`src/rtl/sync_fifo_rr_ctrl.sv`:
```
// Round-robin write arbiter and read-ahead drain controller for one external synchronous FIFO.
// Producers share the FIFO write port; a 2-entry output buffer presents words on a valid/ready port.
module sync_fifo_rr_ctrl #(
    parameter int AW   = 8,
    parameter int DW   = 16,
    parameter int NREQ = 4
) (
    input  logic                 i_CLK,
    input  logic                 i_RST,
    input  logic [NREQ-1:0]      i_REQ,
    input  logic [NREQ*DW-1:0]   i_REQ_DATA,
    output logic [NREQ-1:0]      o_GNT,
    output logic                 o_FIFO_WEN,
    output logic [DW-1:0]        o_FIFO_DI,
    output logic                 o_FIFO_REN,
    input  logic [DW-1:0]        i_FIFO_DO,
    input  logic [AW:0]          i_FIFO_CNTR,
    output logic                 o_VALID,
    output logic [DW-1:0]        o_DATA,
    input  logic                 i_READY,
    output logic [AW+1:0]        o_LEVEL
);

    localparam int PW = (NREQ > 1) ? $clog2(NREQ) : 1;
    localparam logic [AW:0] FULL_CNT = {1'b1, {AW{1'b0}}};

    logic [DW-1:0] req_data [NREQ];

    generate
        for (genvar gi = 0; gi < NREQ; gi++) begin : g_req_slice
            assign req_data[gi] = i_REQ_DATA[gi*DW +: DW];
        end
    endgenerate

    // ---------------- write side: round-robin arbiter ----------------
    logic [PW-1:0] ptr_reg;
    logic [PW-1:0] ptr_next;
    logic [PW-1:0] gnt_idx;
    logic [PW-1:0] cand;
    logic          gnt_any;
    logic          fifo_full;
    int            arb_sum;

    // Count of the FIFO is the only full indication; a same-cycle read is not credited.
    assign fifo_full = (i_FIFO_CNTR == FULL_CNT);

    always_comb begin
        gnt_any = 1'b0;
        gnt_idx = ptr_reg;
        arb_sum = 0;
        cand    = '0;
        for (int off = 1; off <= NREQ; off++) begin
            arb_sum = int'(ptr_reg) + off;
            if (arb_sum >= NREQ) begin
                arb_sum = arb_sum - NREQ;
            end
            cand = PW'(arb_sum);
            if (!gnt_any && !fifo_full && !i_RST && i_REQ[cand]) begin
                gnt_any = 1'b1;
                gnt_idx = cand;
            end
        end
    end

    assign o_GNT      = NREQ'(gnt_any) << gnt_idx;
    assign o_FIFO_WEN = gnt_any;
    assign o_FIFO_DI  = gnt_any ? req_data[gnt_idx] : '0;
    assign ptr_next   = gnt_any ? gnt_idx : ptr_reg;

    always_ff @(posedge i_CLK or posedge i_RST) begin
        if (i_RST) begin
            ptr_reg <= PW'(NREQ - 1);
        end else begin
            ptr_reg <= ptr_next;
        end
    end

    // ---------------- read side: 2-entry output buffer ----------------
    logic [1:0]    occ_reg;
    logic [1:0]    occ_next;
    logic [1:0]    occ_after_pop;
    logic          pend_reg;
    logic          pop;
    logic          ren;
    logic [DW-1:0] buf_reg  [2];
    logic [DW-1:0] buf_next [2];

    assign o_VALID       = (occ_reg != 2'd0);
    assign o_DATA        = buf_reg[0];
    assign pop           = o_VALID && i_READY;
    assign occ_after_pop = occ_reg - {1'b0, pop};

    // Only issue a read when the word it returns next cycle is certain to find a free entry.
    assign ren        = !i_RST && (i_FIFO_CNTR != '0) &&
                        (({1'b0, occ_after_pop} + {2'b00, pend_reg}) <= 3'd1);
    assign o_FIFO_REN = ren;
    assign occ_next   = occ_after_pop + {1'b0, pend_reg};

    always_comb begin
        buf_next[0] = buf_reg[0];
        buf_next[1] = buf_reg[1];
        if (pop) begin
            buf_next[0] = buf_reg[1];
            buf_next[1] = '0;
        end
        if (pend_reg) begin
            if (occ_after_pop == 2'd0) begin
                buf_next[0] = i_FIFO_DO;
            end else begin
                buf_next[1] = i_FIFO_DO;
            end
        end
    end

    always_ff @(posedge i_CLK or posedge i_RST) begin
        if (i_RST) begin
            occ_reg    <= 2'd0;
            pend_reg   <= 1'b0;
            buf_reg[0] <= '0;
            buf_reg[1] <= '0;
        end else begin
            occ_reg    <= occ_next;
            pend_reg   <= ren;
            buf_reg[0] <= buf_next[0];
            buf_reg[1] <= buf_next[1];
        end
    end

    assign o_LEVEL = (AW+2)'(i_FIFO_CNTR) + (AW+2)'(occ_reg) + (AW+2)'(pend_reg);

endmodule

```
`config.mk`:
```
export PLATFORM = sky130hd
export DESIGN_NAME = sync_fifo_rr_ctrl
export DESIGN_NICKNAME = d
export VERILOG_FILES = /design/src/rtl/sync_fifo_rr_ctrl.sv
export SDC_FILE = /design/constraint.sdc
export NUM_CORES = 1
export LEC_CHECK = 0
export ABC_CLOCK_PERIOD_IN_PS = 4650
export BUFFER_PORTS_ARGS = -buffer_cell sky130_fd_sc_hd__buf_4
export CAP_MARGIN = 20
export CORE_AREA = 2 2 119 63
export DETAILED_ROUTE_END_ITERATION = 16
export DIE_AREA = 0 0 121 65
export GPL_TIMING_DRIVEN = 1
export PLACE_DENSITY = 0.72
export SYNTH_ARGS = -nofsm -noshare
export SYNTH_HDL_FRONTEND = slang
export SYNTH_SLANG_ARGS = --single-unit
```
`constraint.sdc`:
```
create_clock -name i_CLK -period 4.65 [get_ports i_CLK]
set_input_delay 0.93 -clock i_CLK [delete_from_list [all_inputs] [get_ports i_CLK]]
set_output_delay 0.93 -clock i_CLK [all_outputs]
set_load 0.05 [all_outputs]
```
==> results of run 1 <==
==> critical path, delay by kind of cell <==
family / cells / cell delay (ps)
simple gates: 3 / 870
compound gates: 3 / 720
buf+inv: 2 / 370
==> Yosys cell counts (all sizes together) (5+ instances only) <==
cell type  instances
clkbuf             8
o22ai             14
mux2i             47
nand3              5
o21ai             21
xnor2              5
dfrtp             35
nor2              22
inv               12
nand2             43
buf               24
a21oi             18
==> cell type report <==
type                            count  area (µm²)  area share, %
Tap cell                           96         120           3.10
Clock inverter                      2        37.5          0.969
Inverter                           12        45.0           1.16
Timing Repair Buffer              149        1160           29.9
Sequential cell                    37         928           24.0
Multi-Input combinational cell    213        1450           37.3
Clock buffer                        6         139           3.59
==> per-stage QoR <==
step                      worst slack [ps]  instances  power, mW
after detailed placement               820        505       2.15
final                                  817        515       2.57
after CTS                              821        513       2.56
after global routing                   628        515       2.74
after global placement                 924        505       2.12
after floorplan                        680        294       1.82
==> logic make-up (layout without fill, tap and decap cells) <==
kind of cell             count (synthesis)  in the layout  synth area share [%]
AND/OR/NAND/NOR                         84             84                  14.7
AO/OA/AOI/OAI                           68             68                  15.6
multiplexers                            47             47                  17.7
buffers and inverters                   44            169                  10.9
flip-flops                              37             37                  35.0
XOR/XNOR                                 8              8                  2.64
adder cells (fa/ha/maj)                  6              6                  3.40
==> path summary, 6_finish.rpt <==
kind / start / to / slack [ps]
min in group asynchronous: i_RST / buf_reg[14] / 780
max in group asynchronous: i_RST / ptr_reg[1] / 3510
worst min-delay path: buf_reg[4] / buf_reg[4] / 520
worst min register to register: buf_reg[4] / buf_reg[4] / 520
worst max-delay path: i_FIFO_CNTR[1] / o_FIFO_DI[8] / 820
worst max register to register: occ_reg[1] / o_DATA[13] / 2320
==> routing by layer <==
layer | part of all wire [%] | wire length [µm]
met1 | 50 | 3740
met2 | 44 | 3280
met4 | 0 | 0
met5 | 0 | 0
met3 | 5.5 | 411
==> power groups by stage <==
stage,combinational (mW),clock (mW),sequential [mW]
final,1.64,0.398,0.539
after global routing,1.76,0.423,0.555
after CTS,1.61,0.409,0.540
after detailed placement,1.61,0,0.544
after global placement,1.58,0,0.538
after floorplan,1.31,0,0.510
==> results by group, run 1 <==
Power and ir drop
  – NetSw: 1.27 mW
  – Logic pwr share: 63.6%
  – Worst vdd ir: 0.427 mV
  – Flop pwr share: 20.9%
  – Pwr/cell area: 665 nW/µm²
  – Lkg Pwr: 1.98 nW
  – Sw frac: 49.5%
  – Clock power frac: 15.4%
  – P_int: 1.30 mW

Setup path
  – Crit-path cells: buf_4 -> nor4_2 -> a31o_2 -> o31ai_2 -> nand2_1 -> nand2_1 -> o22ai_1 -> buf_4
  – Slowest library cell on the worst path: nor4_2
  – Worst EP arrival: 2900 ps
  – Slowest stage delay, CP: 430 ps
  – Worst Setup Start Kind: input port
  – R2r worst-path depth: 9
  – Critical path class: in -> out
  – Required @ worst endpoint: 3720 ps
  – Element type at the critical path end: output pin
  – CP Max Fanout: 15

CTS
  – Postcts setup bufs: 0
  – CTS tree: done
  – Clk sink count: 37
  – CTS resizes: 0
  – H-tree Lvls: 2
  – Worst-path clk slew: 50 ps
  – Root Buffer: clkbuf_16
  – TritonCTS Buffers: 5
  – Cts hold-fix bufs: 0
  – Clock Path Buffers: 2
  – Clk_lat worst skew: 280 ps

Detailed routing
  – Total number of vias: 2543
  – Antenna Nets Post-Route: 0
  – WL final: 7430 µm
  – Pre-antenna DRT Iters: 4
  – Drt via density: 4.94
  – Iter 0 DRT Violations: 111
  – DR WL/cell: 14.4 µm
  – DRC viols: 0

Timing
  – RSZ-0062 raised after global routing: no
  – Setup TNS: 0 ps
  – Max-slew headroom: 60.8%
  – Period utilization: 82.4%
  – Fmax: 0.261 GHz
  – Skew final: 5.21 ps
  – Tmin final: 3830 ps
  – Hold Violations, Final: 0
  – Hold slack: 523 ps
  – Fin. max-slew vios: 0
  – Worst-margin pin slew: 586 ps
  – Final setup vio count: 0

Logic synthesis
  – Syn_nets: 396
  – Synth cell types: 43
  – Register area share after synthesis: 35.0%
  – Cell taking the most area after synthesis: dfrtp_1
  – Ys async rst share: 100%
  – Mapped Cells: 294
  – Number of flops mapped to enable cells by yosys: 0
  – Post-synthesis average cell area: 9.02 µm²
  – Share of Yosys cell area claimed by the top area cell type: 33.0%
  – Synth Cell Area: 2650 µm²
  – Ranking of synthesized cells by area: dfrtp_1, mux2i_1, nand2_1
  – Yosys warns: 0
  – Seq cells post-synth: 37
  – Dominant register cell in the synthesized netlist: dfrtp_1

GRT
  – Met3 Use GR: 4.40%
  – Vias in the first global route: 2422
  – First-pass GRT wire length: 11900 µm
  – Initial antenna violation count: 0
  – GRT met2 Usage: 29.2%
  – Grt ovf: 0
  – Met1 usage: 27.7%
  – Most Crowded Layer GR: met2
  – Total global-route track usage: 19.0%
  – Largest net degree at the start of global routing: 39

Cells and area
  – Filler instances: 634
  – Ant diodes: 0
  – Core Util, Final: 55.6%
  – Layout cells sized above 1: 40.3%
  – Commonest cells after routing, fill and taps aside: buf_4, mux2i_1, nand2_1, dfrtp_1, nor2_1
  – Fin area: 3870 µm²
  – Nets: 520
  – Commonest non-fill, non-tap cell in the layout: buf_4
  – Layout area overhead: 46.1%

Hold path
  – Worst Hold Class: reg -> reg
  – Hold path cells: 2

Placement
  – Buffers on Ports: 144
  – Placed instance area: 3650 µm²
  – Post-detail-place hpwl: 5730 µm
  – Placer Congestion: 0.861

Die
  – Die H: 65 µm
  – Row count: 22
  – Core box area: 6960 µm²
  – Die Wd: 121 µm
  – I/O pin count: 145
  – Initial core utilization: 38.1%
  – Die footprint: 7870 µm²

Run
  – Max-cap check violation count: 0

Outcome
  – Status: complete, no violations
Power figures use the tool's default switching activity.
==> inputs of run 2 (changes only) <==
Settings changed: ABC_CLOCK_PERIOD_IN_PS 4650 to 3400, PLACE_DENSITY 0.72 to 0.74.
Clock period 4.65 ns to 3.4 ns, I/O delays scaled along.
==> results by group, run 2 (synthesis gave the netlist of run 1 again) <==
Cells and area
  – Nets: 521 (was 520)
  – Commonest non-fill, non-tap cell in the layout: buf_4 (unchanged)
  – Ant diodes: 0 (unchanged)
  – Fin area: 3880 µm² (was 3870 µm²)
  – Commonest cells after routing, fill and taps aside: buf_4, mux2i_1, nand2_1, dfrtp_1, nor2_1 (unchanged)
  – Layout cells sized above 1: 40.7% (was 40.3%)
  – Filler instances: 625 (was 634)
  – Layout area overhead: 46.4% (was 46.1%)
  – Core Util, Final: 55.7% (was 55.6%)

Timing
  – Skew final: 5.64 ps (was 5.21 ps)
  – Max-slew headroom: 67.8% (was 60.8%)
  – Final worst slack: 206 ps (was 817 ps)
  – Tmin final: 3190 ps
  – Fmax: 0.313 GHz
  – Period utilization: 93.9%
  – Fin. max-slew vios: 0 (unchanged)
  – Final setup vio count: 0 (unchanged)
  – RSZ-0062 raised after global routing: no (unchanged)
  – Worst-margin pin slew: 478 ps (was 586 ps)
  – Hold Violations, Final: 0 (unchanged)

CTS
  – Clk_lat worst skew: 270 ps (was 280 ps)
  – Worst-path clk slew: 60 ps (was 50 ps)
  – TritonCTS Buffers: 5 (unchanged)
  – Clk sink count: 37 (unchanged)
  – Root Buffer: clkbuf_16 (unchanged)
  – CTS tree: done (unchanged)
  – Clock Path Buffers: 2 (unchanged)
  – H-tree Lvls: 2 (unchanged)

Setup path
  – R2R Setup Slk: 1310 ps (was 2320 ps)
  – Element type at the critical path end: output pin (unchanged)
  – Slowest library cell on the worst path: nor4_4 (was nor4_2)
  – Critical path class: in -> out (unchanged)
  – Crit-path cells: buf_4 -> nor4_4 -> a31oi_1 -> a31o_1 -> o31ai_4 -> buf_4 -> mux2i_1 -> o22ai_1 -> buf_4 (was buf_4 -> nor4_2 -> a31o_2 -> o31ai_2 -> nand2_1 -> nand2_1 -> o22ai_1 -> buf_4)
  – Worst EP arrival: 2510 ps (was 2900 ps)
  – CP Max Fanout: 11 (was 15)
  – Worst Setup Start Kind: input port (unchanged)
  – Most frequent CP cell: buf_4
  – Slowest stage delay, CP: 340 ps (was 430 ps)
  – Required @ worst endpoint: 2720 ps (was 3720 ps)

Die
  – Die H: 65 µm (unchanged)
  – Initial core utilization: 38.1% (unchanged)
  – Die Wd: 121 µm (unchanged)
  – Core box area: 6960 µm² (unchanged)
  – Die footprint: 7870 µm² (unchanged)
  – I/O pin count: 145 (unchanged)
  – Row count: 22 (unchanged)

Run
  – Max-cap check violation count: 0 (unchanged)

GRT
  – Grt ovf: 0 (unchanged)
  – Total global-route track usage: 19.0% (about the same)
  – Vias in the first global route: 2402 (was 2422)
  – Initial antenna violation count: 0 (unchanged)
  – First-pass GRT wire length: 11900 µm (about the same)
  – Largest net degree at the start of global routing: 38 (was 39)

Hold path
  – Worst Hold Class: reg -> reg (unchanged)

Detailed routing
  – Iter 0 DRT Violations: 112 (was 111)
  – WL final: 7420 µm (was 7430 µm)
  – Total number of vias: 2515 (was 2543)
  – Antenna Nets Post-Route: 0 (unchanged)
  – Drt via density: 4.87 (was 4.94)
  – DR WL/cell: 14.4 µm (about the same)
  – DRC viols: 0 (unchanged)
  – Pre-antenna DRT Iters: 4 (unchanged)

Placement
  – Placer Congestion: 0.859 (was 0.861)
  – Buffers on Ports: 144 (unchanged)
  – Post-detail-place hpwl: 5900 µm (was 5730 µm)
  – Placed instance area: 3680 µm² (was 3650 µm²)
  – DP Worst Slack: 111 ps (was 820 ps)

Power and ir drop
  – Pwr/cell area: 915 nW/µm² (was 665 nW/µm²)
  – Lkg Pwr: 1.99 nW (was 1.98 nW)
  – Worst vdd ir: 0.703 mV (was 0.427 mV)

Outcome
  – Status: complete, no violations (unchanged)
[run 2: metal layers]
| layer | track usage (%) | routed length, µm | part of all wire, % |
|---|---|---|---|
| met1 | 28.0 | 3600 | 49 |
| met2 | 29.1 | 3390 | 46 |
| met3 | 3.87 | 406 | 5.5 |
| met4 | 2.76 | 22 | 0.30 |
| met5 | 0 | 0 | 0 |
[run 2: report_power, final]
group / leakage (nW) / internal (mW) / total [mW] / switching (mW)
Sequential: 0.475 / 0.622 / 0.736 / 0.114
Combinational: 1.42 / 0.773 / 2.22 / 1.45
Clock: 0.0944 / 0.422 / 0.598 / 0.175
[run 2: critical path: cells and delay by family]
family	cells	cell delay (ps)
simple gates	1	340
mux	1	250
buf+inv	3	610
compound gates	4	630
[run 2: cell type report]
type | instances | area (µm²) | share of cell area [%]
Inverter | 12 | 45.0 | 1.16
Multi-Input combinational cell | 213 | 1460 | 37.5
Sequential cell | 37 | 928 | 23.9
Clock inverter | 3 | 68.8 | 1.77
Clock buffer | 5 | 125 | 3.22
Tap cell | 96 | 120 | 3.09
Timing Repair Buffer | 150 | 1140 | 29.3
[run 2: what timing repair did]
item / in CTS / in global routing
resized for setup: 0 / 2
hold buffers: 0 / 0
buffers inserted: 0 / 0
endpoints found under the setup margin: 0 / 14
[run 2: stage by stage]
step / TNS [ps] / power, mW / instances / hold slack [ps]
after floorplan: -626 / 2.49 / 294 / 500
after global placement: 0 / 2.91 / 508 / 512
after detailed placement: 0 / 2.96 / 508 / 520
after CTS: 0 / 3.58 / 516 / 530
after global routing: 0 / 3.77 / 516 / 546
final: 0 / 3.55 / 516 / 528
[run 2: worst paths after layout]
kind | from | to | cells past startpoint
max | i_FIFO_CNTR[5] | o_FIFO_DI[13] | 9
min | buf_reg[1] | buf_reg[1] | 2
max reg2reg | occ_reg[1] | o_DATA[15] | 9
min reg2reg | buf_reg[1] | buf_reg[1] | 2
max in group asynchronous | i_RST | ptr_reg[1] | 3
min in group asynchronous | i_RST | pend_reg | 3
